## src/rtl/branch_pred_pkg.sv

```systemverilog
// Shared types and sizing helpers for the branch predictor.
// Counter encoding doubles as the direction hint (bit 1 = taken).
package branch_pred_pkg;

   typedef enum logic [1:0] {
      SNT = 2'b00,
      WNT = 2'b01,
      WT  = 2'b10,
      ST  = 2'b11
   } ctr_t;

   localparam ctr_t CTR_RST = WNT;

   function automatic int index_w(input int entries);
      return $clog2(entries);
   endfunction

   function automatic int tag_w(input int dw, input int entries);
      return dw - $clog2(entries) - 2;
   endfunction

endpackage

```

## src/rtl/bp_sat_counter.sv

```systemverilog
// Two-bit saturating direction counter, next-state only.
// Moves one step toward the resolved outcome, clamping at SNT/ST.
module bp_sat_counter
   import branch_pred_pkg::*;
(
   input  ctr_t cur,
   input  logic taken,
   output ctr_t nxt
);

   always_comb begin
      nxt = cur;
      unique case (cur)
         SNT: nxt = taken ? WNT : SNT;
         WNT: nxt = taken ? WT  : SNT;
         WT:  nxt = taken ? ST  : WNT;
         ST:  nxt = taken ? ST  : WT;
      endcase
   end

endmodule

```

## src/rtl/branch_predictor.sv

```systemverilog
// Direct-mapped BTB with 2-bit counters, zero-latency lookup,
// execute-stage update and a saturating mispredict counter.
module branch_predictor
   import branch_pred_pkg::*;
#(
   parameter int DATA_WIDTH = 32,
   parameter int ENTRIES    = 16
) (
   input  logic                  clk,
   input  logic                  rst_n,
   input  logic [DATA_WIDTH-1:0] fetchPC,
   output logic                  predTaken,
   output logic [DATA_WIDTH-1:0] predTarget,
   input  logic                  updValid,
   input  logic [DATA_WIDTH-1:0] updPC,
   input  logic                  updTaken,
   input  logic [DATA_WIDTH-1:0] updTarget,
   input  logic                  updPredTaken,
   input  logic [DATA_WIDTH-1:0] updPredTarget,
   output logic                  flush,
   output logic [15:0]           mispredictCount
);

   localparam int INDEX_W = index_w(ENTRIES);
   localparam int TAG_W   = tag_w(DATA_WIDTH, ENTRIES);

   logic                  valid_q  [ENTRIES];
   logic [TAG_W-1:0]      tag_q    [ENTRIES];
   logic [DATA_WIDTH-1:0] target_q [ENTRIES];
   ctr_t                  ctr_q    [ENTRIES];

   logic [INDEX_W-1:0] f_idx;
   logic [INDEX_W-1:0] u_idx;
   logic [TAG_W-1:0]   f_tag;
   logic [TAG_W-1:0]   u_tag;
   logic               f_hit;
   logic               u_hit;
   ctr_t               u_ctr_sat;
   ctr_t               u_ctr_next;
   logic [15:0]        miss_q;
   logic               unused_pc_bits;

   assign f_idx = fetchPC[INDEX_W+1:2];
   assign f_tag = fetchPC[DATA_WIDTH-1:INDEX_W+2];
   assign u_idx = updPC[INDEX_W+1:2];
   assign u_tag = updPC[DATA_WIDTH-1:INDEX_W+2];

   assign unused_pc_bits = ^{fetchPC[1:0], updPC[1:0]};

   assign f_hit = valid_q[f_idx] && (tag_q[f_idx] == f_tag);
   assign u_hit = valid_q[u_idx] && (tag_q[u_idx] == u_tag);

   // Lookup reads the registered table, so a same-cycle update is not seen.
   assign predTaken  = f_hit && ctr_q[f_idx][1];
   assign predTarget = predTaken ? target_q[f_idx]
                                 : fetchPC + DATA_WIDTH'(4);

   bp_sat_counter u_sat (
      .cur   (ctr_q[u_idx]),
      .taken (updTaken),
      .nxt   (u_ctr_sat)
   );

   assign u_ctr_next = u_hit    ? u_ctr_sat :
                       updTaken ? WT        : WNT;

   assign flush = updValid &&
                  ((updPredTaken != updTaken) ||
                   (updTaken && (updPredTarget != updTarget)));

   always_ff @(posedge clk or negedge rst_n) begin
      if (!rst_n) begin
         for (int i = 0; i < ENTRIES; i++) begin
            valid_q[i]  <= 1'b0;
            tag_q[i]    <= '0;
            target_q[i] <= '0;
            ctr_q[i]    <= CTR_RST;
         end
      end else if (updValid) begin
         valid_q[u_idx] <= 1'b1;
         tag_q[u_idx]   <= u_tag;
         ctr_q[u_idx]   <= u_ctr_next;
         if (updTaken || !u_hit) begin
            target_q[u_idx] <= updTarget;
         end
      end
   end

   always_ff @(posedge clk or negedge rst_n) begin
      if (!rst_n) begin
         miss_q <= '0;
      end else if (flush && (miss_q != 16'hFFFF)) begin
         miss_q <= miss_q + 16'd1;
      end
   end

   assign mispredictCount = miss_q;

endmodule

```

## config.mk

```make
export PLATFORM = sky130hd
export DESIGN_NAME = branch_predictor
export DESIGN_NICKNAME = d
export VERILOG_FILES = /design/src/rtl/branch_pred_pkg.sv /design/src/rtl/bp_sat_counter.sv /design/src/rtl/branch_predictor.sv
export SDC_FILE = /design/constraint.sdc
export NUM_CORES = 2
export LEC_CHECK = 0
export CORE_MARGIN = 2
export CORE_UTILIZATION = 30
export DETAILED_ROUTE_END_ITERATION = 8
export PLACE_DENSITY = 0.42
export RECOVER_POWER = 25
export SETUP_SLACK_MARGIN = 0.3
export SLEW_MARGIN = 20
export SYNTH_ARGS = -nofsm -noshare
export SYNTH_HDL_FRONTEND = slang
export SYNTH_HIERARCHICAL = 1
export SYNTH_SLANG_ARGS = --single-unit
```

## constraint.sdc

```tcl
create_clock -name clk -period 24.3 [get_ports clk]
set_clock_uncertainty 0.1 [all_clocks]
set_input_delay 7.29 -clock clk [delete_from_list [all_inputs] [get_ports clk]]
set_output_delay 7.29 -clock clk [all_outputs]
set_load 0.02 [all_outputs]
```

==> flow_summary.toml <==
[sta]
slew_viol_final = 609
period_minus_slack_ns = 20.06
period_share_pct = 82.5
setup_viol = 0
worstMarginPinSlew_ns = 9.40
hold_viol = 0
rsz0062_at_grt = "no"
fmax_ghz = 0.0499
fin_tns_setup_ns = 0
slew_headroom_pct = -526

[power_and_ir_drop]
p_leak_nw = 25.5
ir_drop_mv = 0.0789
powerDensity_nw_per_um2 = 86.8

[global_route]
antenna_found_initial = 2
grt_pass1_vias = 34900
grt_pass1_wl_um = 267000
grt_max_degree = 179
grt-ovfl-total = 0
grt_use_total_pct = 21.2

[synthesis]
yosysSeqAreaShare_pct = 48.5
ys_top_cells_by_area = "dfrtp_1 48%, mux4_2 16%, nand2_1 7.2%"
synth-edff-count = 0
synth_cell_type_count = 72
synth_common_cells = "977 x nand2_1, 976 x dfrtp_1, 372 x mux4_2"
synth-seq-cells = 992
postSynthCellCount = 4104
synth_top_cell_area_share_pct = 47.6
yosysWarnings = 6
synth_top_cell_by_area = "dfrtp_1"
synth_flop_cell = "dfrtp_1"
synthesis.nets = 4239
netlist_area_um2 = 51300
synth.avg_cell_area_um2 = 12.5
yosysMostFrequentCell = "nand2_1"
async_reset_ff_share_pct = 100

[route]
avgRoutedWirePerCell_um = 28.6
drc_errors = 0
vias = 34000
viasPerCell = 5.25
routed_wl_um = 185000
dr.pass1.iters = 7
dr.first_iter.drc_count = 2718
ant_nets = 0

[outcome]
violations = "max-capacitance violations, max-slew violations"
status = "finished with violations"

[critical_path]
worstPathMaxFanout = 60
critPathTopFamily = "buffers and inverters"
rrSetupSlack_ns = 19.49
cp.buffers_inverters = 4
cp.required_ns = 16.91
crit_path_start_kind = "input port"
worstSetupEndpointType = "primary output"
critPathArrivalTime_ns = 12.67
crit_slowest_cell = "or4_2"
cp_cell_sequence = "buf_8, buf_4, mux4_2, mux4_2, xnor2_1, nand2_1, or3b_1, or4_2, buf_4, mux2_2, clkdlybuf4s50_1"
critical_path_class = "input port to primary output"
critPathMaxStageDelay_ns = 0.79

[finish]
instances_no_fill = 6481
syn_to_final_growth_pct = 15.5
final_nets = 4298
n_antenna_cell = 0
post_route_cells_drive_above_1_share_pct = 27.4

[floorplanning]
die_h_um = 417
dieArea_um2 = 174000
boundaryPins = 183
core_um2 = 169000
rows = 151
start_util_pct = 30.2
die_x_um = 417

[flow_run]
max_cap_violations = 6

[place]
gp_congestion = 0.823
numPortBuffers = 180
placedCellCount = 6260
place.detailed.hpwl_um = 110000

[clock_tree]
post_cts_buffers = 0
cts_made_buffers = 119
cts_hold_buf = 0
cts_buffer_depth = 3
cts_root_buf = "clkbuf_16"
htree_levels = 3
cts.repair.resized = 0
clock_latency_ns = 0.78
cts_tree = "done"
cts.sinks = 992
clkTransAtPathRegs_ns = 0.05

[min_path]
hp-class = "flop to flop"
path summary, 6_finish.rpt:
kind	start	end	cells after the start
setup / recovery	fetchPC[2]	predTarget[7]	11
hold / removal	ctr_q[26]	ctr_q[26]	2
min in group asynchronous	rst_n	tag_q[381]	1
hold reg to reg	ctr_q[26]	ctr_q[26]	2
setup reg to reg	tag_q[149]	target_q[482]	10
max in group asynchronous	rst_n	target_q[238]	2
per-stage QoR:
stage	power (W)	utilization, %	instance area (um^2)	setup WS [ns]	hold slack [ns]
floorplan	0.00295	-	51300	6.26	0.333
finish	0.00514	34.9	59200	4.24	0.357
global route	0.00538	34.9	59200	2.00	0.378
detailed placement	0.00334	32.6	55200	4.09	0.349
CTS	0.00520	35.0	59200	4.08	0.359
global placement	0.00332	32.6	55200	4.09	0.340
sequential cells by signal, summed over array words and instances (netlist names):
| register | flops |
|---|---|
| ctr_q | 32 |
| mispredictCount | 16 |
| tag_q | 416 |
| target_q | 512 |
| valid_q | 16 |
power by group:
part           internal, W  switching (W)  leakage, nW
Sequential         0.00202       0.000228         12.3
Clock              0.00106       0.000768         1.98
Combinational     0.000578       0.000485         11.2
layout by cell type (no fill, tap or decap), types with 11 or more instances in the layout:
master	n
dfrtp_1	976
nand4_1	21
nand2_1	973
clkbuf_16	119
o211ai_1	11
mux2i_1	100
a21o_1	24
dfstp_2	16
clkbuf_1	34
nand2b_1	23
o21ai_0	210
nand3_1	46
nor2_1	42
xnor2_1	71
nor2_4	18
inv_1	19
o22ai_1	11
mux2_4	154
mux4_2	372
xor2_1	55
clkinv_2	23
mux2_1	155
clkbuf_8	38
buf_4	99
nor2b_1	12
mux2_2	261
clkdlybuf4s50_1	170
metal layers:
metal	vias to the layer above	routed length [um]	GRT usage, %
met4	0	3660	4.96
met5	-	0	0
met1	18300	85500	30.3
li1	14700	-	-
met2	813	88900	34.4
met3	192	7320	2.44
worst min-delay path, stage by stage, from the launching register on:
cell and delay (ns):
dfstp_2 0.36, nand2_1 0.05, nand2_1 0.04
cell families after synthesis:
kind of cell / Yosys count / share of synthesized area [%]
simple gates: 1231 / 9.91
mux: 1042 / 31.9
flops: 992 / 48.5
buf+inv: 371 / 3.46
compound gates: 338 / 3.97
xor+xnor: 126 / 2.15
fa+ha+maj: 4 / 0.0927
layout make-up:
type / instances / area, um^2
inverters: 26 / 97.6
flip-flops and latches: 992 / 24800
repair buffers: 283 / 2570
clock buffers: 184 / 3590
clock inverters: 37 / 410
well taps: 2218 / 2780
multi-input cells: 2741 / 24900
fillers: 16500 / 110000
Power figures use the tool's default switching activity.
